### config.mk
export PLATFORM = sky130hd
export DESIGN_NAME = reg_file_sb
export DESIGN_NICKNAME = d
export VERILOG_FILES = /design/src/rtl/reg_file_sb.sv
export SDC_FILE = /design/constraint.sdc
export NUM_CORES = 2
export LEC_CHECK = 0
export CORE_UTILIZATION = 60
export CTS_BUF_LIST = sky130_fd_sc_hd__clkbuf_4 sky130_fd_sc_hd__clkbuf_8
export DETAILED_ROUTE_END_ITERATION = 10
export GPL_TIMING_DRIVEN = 0
export PLACE_DENSITY = 0.85
export SYNTH_ARGS = -nofsm -noshare
export SYNTH_HDL_FRONTEND = slang
export SYNTH_SLANG_ARGS = --single-unit
### constraint.sdc
create_clock -name clk -period 3.7 [get_ports clk]
set_clock_uncertainty 0.05 [all_clocks]
set_input_delay 0.925 -clock clk [delete_from_list [all_inputs] [get_ports clk]]
set_output_delay 0.925 -clock clk [all_outputs]
set_load 0.005 [all_outputs]
### src/rtl/reg_file_sb.sv
// rtl/reg_file_sb.sv - register file with two read ports, one write port and a write scoreboard
// Optional same-cycle write-to-read forwarding is enabled by defining REG_FILE_SB_BYPASS_EN.
module reg_file_sb #(
  parameter int DATA_W   = 32,
  parameter int ADDR_W   = 5,
  parameter int ZERO_REG = 1
) (
  input  logic              clk,
  input  logic              rst_n,
  input  logic [ADDR_W-1:0] rs,
  input  logic [ADDR_W-1:0] rt,
  output logic [DATA_W-1:0] rs_data,
  output logic [DATA_W-1:0] rt_data,
  output logic              rs_busy,
  output logic              rt_busy,
  input  logic              wr_en,
  input  logic [ADDR_W-1:0] wr_addr,
  input  logic [DATA_W-1:0] wr_data,
  input  logic              iss_en,
  input  logic [ADDR_W-1:0] iss_addr,
  output logic              iss_ready,
  output logic [ADDR_W:0]   busy_cnt
);

  localparam int NUM_REGS = 2 ** ADDR_W;

  logic [DATA_W-1:0]   regs_q [NUM_REGS];
  logic [NUM_REGS-1:0] busy_q, busy_d;
  logic [ADDR_W:0]     busy_cnt_q, busy_cnt_d;
  logic                wr_ok, retire;

  function automatic logic is_zero(input logic [ADDR_W-1:0] a);
    return (ZERO_REG != 0) && (a == '0);
  endfunction

  assign wr_ok     = wr_en && !is_zero(wr_addr);
  assign retire    = wr_ok && busy_q[wr_addr];
  assign iss_ready = iss_en && !busy_q[iss_addr] && !is_zero(iss_addr);
  assign busy_cnt  = busy_cnt_q;

  // Issue is applied after the write clear so a same-cycle issue to the written register wins.
  always_comb begin
    busy_d = busy_q;
    if (wr_ok)     busy_d[wr_addr]  = 1'b0;
    if (iss_ready) busy_d[iss_addr] = 1'b1;
  end

  always_comb begin
    busy_cnt_d = busy_cnt_q;
    if (iss_ready && !retire)      busy_cnt_d = busy_cnt_q + (ADDR_W+1)'(1);
    else if (retire && !iss_ready) busy_cnt_d = busy_cnt_q - (ADDR_W+1)'(1);
  end

  always_ff @(posedge clk or negedge rst_n) begin
    if (!rst_n) begin
      for (int i = 0; i < NUM_REGS; i++) regs_q[i] <= '0;
      busy_q     <= '0;
      busy_cnt_q <= '0;
    end else begin
      if (wr_ok) regs_q[wr_addr] <= wr_data;
      busy_q     <= busy_d;
      busy_cnt_q <= busy_cnt_d;
    end
  end

  always_comb begin
    rs_data = is_zero(rs) ? '0 : regs_q[rs];
    rt_data = is_zero(rt) ? '0 : regs_q[rt];
    rs_busy = busy_q[rs] && !is_zero(rs);
    rt_busy = busy_q[rt] && !is_zero(rt);
`ifdef REG_FILE_SB_BYPASS_EN
    if (wr_ok && (rs == wr_addr)) begin
      rs_data = wr_data;
      rs_busy = 1'b0;
    end
    if (wr_ok && (rt == wr_addr)) begin
      rt_data = wr_data;
      rt_busy = 1'b0;
    end
`endif
  end

endmodule

-- Word-level counts from Yosys, hierarchy flattened
Cells that the tools add are included.
- bits in registers: 1062
- input bits: 56
- add/subtract/negate cells: 2
- $lt $le $gt $ge: 10
- mux-type cells: 27
- bitwise gates (word level): 6
- reduce and logical (&&, ||, !) cells: 23
- operator list (kind ; number):
    bitwise mux 1024 bit ; 1
    binary-select mux 32 bit (select 5 bit) ; 2
    2-to-1 mux 32 bit ; 9
    demux 32 bit (select 5 bit) ; 1
    AND 32 bit ; 1
    inverter 32 bit ; 1
    OR 32 bit ; 1
    less-than comparator 5 x 6 -> 1 bit, second input constant ; 4
    binary-select mux 1 bit (select 5 bit) ; 4
    logical NOT 5 bit ; 4
    greater-or-equal comparator 6 bit, second input constant ; 3
    inverter 5 -> 6 bit ; 3
    2-to-1 mux 6 bit ; 2
    logical AND 1 bit ; 11
    demux 1 bit (select 5 bit) ; 2
    greater-or-equal comparator 5 x 1 -> 1 bit, second input constant ; 2
    logical NOT 1 bit ; 7
    adder 6 x 1 -> 6 bit, second input constant ; 1
    less-than comparator 6 x 1 -> 1 bit, second input constant ; 1
    2-to-1 mux 1 bit ; 6
    subtractor 6 x 1 -> 6 bit, second input constant ; 1
    nonzero test 2 bit ; 1

-- Depth between registers and ports, before layout
- depth after elaboration: 9
- mapped depth: 16

-- Worst setup path after synthesis
No wires, ideal clock.
- path kind: input port to flip-flop
- start: input iss_addr[4]
- end: register busy_cnt_q[5] (netlist: busy_cnt[5])
- library setup time: 0.143 ns
- arrival time: 3.634 ns
- data required time: 3.507 ns
- setup slack: -0.126 ns
- stages: 15
- buffers on the path: 2
- path through: buf_6 or3b_2 o32ai_1 o22ai_1 o2111ai_1 buf_4 inv_1 ha_1 inv_1 ha_1 a21oi_1 o21ai_0 mux2i_1 o311ai_0 xor2_1
- word-level cells in the longest chain between the ends: 8
- elaborated cells between the ends (all ways): 12
- classes of those cells: mux: 3; reduce/logical: 9
- ends and longest elaborated chain (item ; line ; text):
    start, declared ; 20 ; input logic [ADDR_W-1:0] iss_addr,
    binary-select mux 1 bit (select 5 bit) ; 38 ; assign iss_ready = iss_en && !busy_q[iss_addr] && !is_zero(iss_addr);
    2-to-1 mux 1 bit (implied by the code) ; 38 ;
    logical NOT 1 bit ; 38 ;
    logical AND 1 bit ; 38 ;
    logical AND 1 bit * ; 38 ;
    net iss_ready ; 21 ; output logic iss_ready,
    logical NOT 1 bit ; 51 ; else if (retire && !iss_ready) busy_cnt_d = busy_cnt_q - (ADDR_W+1)'(1);
    logical AND 1 bit ; 51 ;
    nonzero test 2 bit (no line) ; n/a ;
    end signal, assigned ; 62 ; busy_cnt_q <= busy_cnt_d;
    end, declared ; 29 ; logic [ADDR_W:0] busy_cnt_q, busy_cnt_d;
Mark *: on every way through the listed nets, which the timed path passes. The rest lies on a longest branch. The select of a mux whose other input is x is not followed.
A chain may end at the register's enable or synchronous reset.

-- Final worst setup path
- start: input rt[4]
- end: output rt_data[12]
- word-level cells in the longest chain between the ends: 5
- elaborated cells between the ends (all ways): 6
- classes of those cells: mux: 4; bitwise: 1; reduce/logical: 1
- ends and longest elaborated chain (item ; line ; text):
    start, declared ; 11 ; input logic [ADDR_W-1:0] rt,
    inverter 5 -> 6 bit (implied by the code) ; 68 ; rt_data = is_zero(rt) ? '0 : regs_q[rt];
    binary-select mux 32 bit (select 5 bit) ; 68 ;
    2-to-1 mux 32 bit (implied by the code) (2 in a row) ; 68 ;
    2-to-1 mux 32 bit * ; 68 ;
    end, declared ; 13 ; output logic [DATA_W-1:0] rt_data,
Every way passes the cells marked *; elsewhere a longest branch is shown, timed or not. The select of a mux whose other input is x is not followed.

==> summary.json <==
{
  "mostFrequentLayoutCells": {"value": "sky130_fd_sc_hd__dfrtp_1, sky130_fd_sc_hd__mux2_2, sky130_fd_sc_hd__mux4_2"},
  "setup-tns-final": {"value": -12.87, "unit": "ns"},
  "postRouteAntennaNets": {"value": 0},
  "grt_usage": {"value": 0.459},
  "fin_area": {"value": 0.0702, "unit": "mm^2"},
  "via_count_of_the_first_global_routing_pass": {"value": 44400},
  "worst_ir_drop_vdd": {"value": 0.483, "unit": "mV"},
  "time_the_worst_path_needs_with_i_o_delays_and_setup": {"value": 4.21, "unit": "ns"},
  "timing.setup.critical_path_class": {"value": "input port to primary output"},
  "die-area": {"value": 0.0958, "unit": "mm^2"},
  "layout_setup_ws": {"value": -0.511, "unit": "ns"},
  "main_combinational_cell_family_by_area_after_synthesis": {"value": "multiplexers"},
  "postSynthCellCount": {"value": 3775},
  "post_route_cells_drive_above_1_share": {"value": 0.623},
  "synth-async-reset-ratio": {"value": 1.00},
  "synth_top_area_cell": {"value": "sky130_fd_sc_hd__dfrtp_1"},
  "syn-cell-area": {"value": 0.0568, "unit": "mm^2"},
  "grt_antenna_before_repair": {"value": 10},
  "fmax": {"value": 237, "unit": "MHz"},
  "tritoncts_clock_tree": {"value": "yes"},
  "post-route-util": {"value": 0.751},
  "yosys.area_share.xor_xnor": {"value": 0.000617},
  "timing.critical_path.arrival": {"value": 3.24, "unit": "ns"},
  "report.power.total": {"value": 37400, "unit": "uW"},
  "cts_max_path_buffers": {"value": 3},
  "post_synth_mux_area_share": {"value": 0.424},
  "cpMaxStageDelayCell": {"value": "sky130_fd_sc_hd__clkbuf_1"},
  "cellPowerDensity": {"value": 534, "unit": "mW/mm^2"},
  "timing.hold.worst.class": {"value": "input port to async pin"},
  "post_synthesis_share_of_cell_area_spent_on_full_adders_half_adders_and_majority_gates": {"value": 0.00145},
  "critical_path.max_fanout": {"value": 10},
  "crit_path_end_kind": {"value": "primary output"},
  "power_leakage": {"value": 0.0302, "unit": "uW"},
  "synth_compound_area_frac": {"value": 0.0465},
  "core_area": {"value": 0.0935, "unit": "mm^2"},
  "die_height": {"value": 310, "unit": "um"},
  "clk_pin_slew": {"value": 0.09, "unit": "ns"},
  "period_share": {"value": 1.14},
  "synthSimpleGateAreaFrac": {"value": 0.0206},
  "post_synth_main_area_contributors": {"value": "sky130_fd_sc_hd__dfrtp_1, sky130_fd_sc_hd__mux2_2, sky130_fd_sc_hd__mux4_2, sky130_fd_sc_hd__clkbuf_1, sky130_fd_sc_hd__mux2i_1"},
  "clk_root_buffer_cell": {"value": "sky130_fd_sc_hd__clkbuf_8"},
  "max_stage_delay": {"value": 1.37, "unit": "ns"},
  "synthesized_net_count": {"value": 3837},
  "drcViolationCount": {"value": 2},
  "mostFrequentLayoutCell": {"value": "sky130_fd_sc_hd__dfrtp_1"},
  "viasPerCell": {"value": 7.85},
  "max_cap_viol_count": {"value": 1},
  "design.final.nets": {"value": 4333},
  "routedWlPerCell": {"value": 41.0, "unit": "um"},
  "synth_edf_count": {"value": 0},
  "clock_sinks": {"value": 1062},
  "syn_area_per_cell": {"value": 15.0, "unit": "um^2"},
  "io_pins": {"value": 129},
  "timing.slew.headroom": {"value": -0.241},
  "final_max_slew_viol_count": {"value": 11},
  "finalSetupViolCount": {"value": 68},
  "status": {"value": "finished with violations"},
  "clkLatencyLatePin": {"value": 1.01, "unit": "ns"},
  "dr_total_vias": {"value": 44500},
  "gpl.final_weighted_congestion": {"value": 1.07},
  "synth_largest_type_area_fraction": {"value": 0.468},
  "yosysUniqueCellTypes": {"value": 54},
  "synth_seq_cells": {"value": 1062},
  "crit_path_cell_trace": {"value": "buf_4, clkbuf_1, a31oi_4, buf_2"},
  "placement.cell_area": {"value": 0.0597, "unit": "mm^2"},
  "initial_utilization": {"value": 0.607},
  "placement.io_buffers": {"value": 120},
  "grt_start_max_net_pins": {"value": 168},
  "dp_hpwl": {"value": 134000, "unit": "um"},
  "cts_inserted_buffers": {"value": 173},
  "ys_dominant_reg_cell": {"value": "sky130_fd_sc_hd__dfrtp_1"},
  "worst_setup_path_start_kind": {"value": "input port"},
  "violations_in_the_final_reports": {"value": "DRC, hold timing, capacitance limit, slew limit, setup timing"},
  "actual_slew_at_the_worst_max_slew_pin": {"value": 1.86, "unit": "ns"},
  "rsz0062_at_grt": {"value": "yes"},
  "worstPathRequired": {"value": 2.72, "unit": "ns"},
  "grt_remaining_overflow": {"value": 0},
  "grt_pass1_wl": {"value": 310000, "unit": "um"},
  "seq_area_frac_synth": {"value": 0.468},
  "drt_pass1_iterations": {"value": 11},
  "syn2layout_area_growth": {"value": 23.6, "unit": "%"},
  "placement_rows": {"value": 112},
  "final.hold.worst_slack": {"value": -0.0372, "unit": "ns"},
  "detailedRoute.firstIterationViolations": {"value": 7374},
  "routed_wirelength": {"value": 232000, "unit": "um"},
  "htreeDepth": {"value": 4},
  "finalHoldViolCount": {"value": 30},
  "yosysWarningCount": {"value": 0},
  "chipWidth": {"value": 310, "unit": "um"}
}
flip-flops by register name (all words and copies together) (netlist names):
register / count
regs_q: 1024
busy_cnt: 6
busy_q: 32
worst max-delay path: cells and delay by family:
family	cells	cell delay [ns]
AOI/OAI and AO/OA	1	0.36
buffers and inverters	3	1.90
stage by stage:
step                      cells  worst slack [ns]  hold slack [ns]
after floorplan            3775           0.00130            0.375
after global placement     5149            -45.99            0.385
after detailed placement   5156             -2.34            0.393
after CTS                  5605            -0.180           0.0228
after global routing       5665            -0.456          -0.0337
final                      5671            -0.511          -0.0372
cell usage after synthesis (4+ instances only):
cell	count
sky130_fd_sc_hd__dfrtp_1	1062
sky130_fd_sc_hd__mux2_2	1016
sky130_fd_sc_hd__mux4_2	503
sky130_fd_sc_hd__clkbuf_1	216
sky130_fd_sc_hd__buf_2	115
sky130_fd_sc_hd__o22ai_1	104
sky130_fd_sc_hd__mux2i_1	81
sky130_fd_sc_hd__a22oi_1	71
sky130_fd_sc_hd__a21oi_1	68
sky130_fd_sc_hd__buf_4	58
sky130_fd_sc_hd__nand2_1	55
sky130_fd_sc_hd__mux2_1	43
sky130_fd_sc_hd__nor2b_1	40
sky130_fd_sc_hd__a211oi_1	35
sky130_fd_sc_hd__nor3_1	35
sky130_fd_sc_hd__a211o_1	34
sky130_fd_sc_hd__a31oi_1	34
sky130_fd_sc_hd__o21ai_0	33
sky130_fd_sc_hd__nor2_1	28
sky130_fd_sc_hd__buf_6	24
sky130_fd_sc_hd__buf_1	22
sky130_fd_sc_hd__nand2b_1	8
sky130_fd_sc_hd__o21ai_2	8
sky130_fd_sc_hd__nand2_2	7
sky130_fd_sc_hd__inv_1	6
sky130_fd_sc_hd__ha_1	5
sky130_fd_sc_hd__nand3_1	5
sky130_fd_sc_hd__a32o_1	4
sky130_fd_sc_hd__and3_1	4
sky130_fd_sc_hd__nand4_1	4
layer usage:
metal | GRT usage | vias to the layer above | share of wire
li1 | - | 15700 | -
met1 | 0.544 | 22200 | 0.30
met2 | 0.642 | 4901 | 0.41
met3 | 0.216 | 1737 | 0.17
met4 | 0.365 | 25 | 0.11
met5 | 0.00556 | - | 0.0025
logic make-up after synthesis:
logic type               count (synthesis)
AO/OA/AOI/OAI                          399
XOR/XNOR                                 4
adder cells (fa/ha/maj)                  6
buffers and inverters                  442
flip-flops                            1062
multiplexers                          1643
AND/OR/NAND/NOR                        219
final timing paths:
| kind | from | endpoint | slack (ns) | depth (start not counted) |
|---|---|---|---|---|
| min in group clk | iss_addr[4] | busy_q[11] | 0.32 | 3 |
| max in group asynchronous | rst_n | regs_q[560] | 0.74 | 6 |
| worst max-delay path | rt[4] | rt_data[12] | -0.51 | 4 |
| worst min-delay path | rst_n | regs_q[694] | -0.04 | 3 |
| worst min register to register | regs_q[1011] | regs_q[1011] | 0.40 | 1 |
| worst max register to register | busy_q[13] | busy_cnt[5] | 0.16 | 13 |
timing repair:
item | 4_1_cts | 5_1_grt
hold buffers | 3 | 0
setup buffers | 116 | 66
gates cloned | 20 | 6
pin swaps | 140 | 92
endpoints found under the hold margin | 30 | 0
setup endpoints to repair | 134 | 68
gates resized for setup | 1213 | 169
report_power, final:
group	total, uW	internal (uW)	switching (uW)
sequential	16100	13800	2220
clock	11400	6010	5400
combinational	9980	5250	4730
total	37400	25100	12300
layout make-up:
type	count	area (um^2)
fill	4838	23300
sequential	1062	26600
multi-input combinational	2271	30900
antenna	8	20.0
clock inverter	30	267
clock buffer	283	3460
buffer	428	3690
timing repair buffer	329	3640
tap	1254	1570
inverter	6	22.5
No activity file was read; power rests on OpenSTA's default activity.
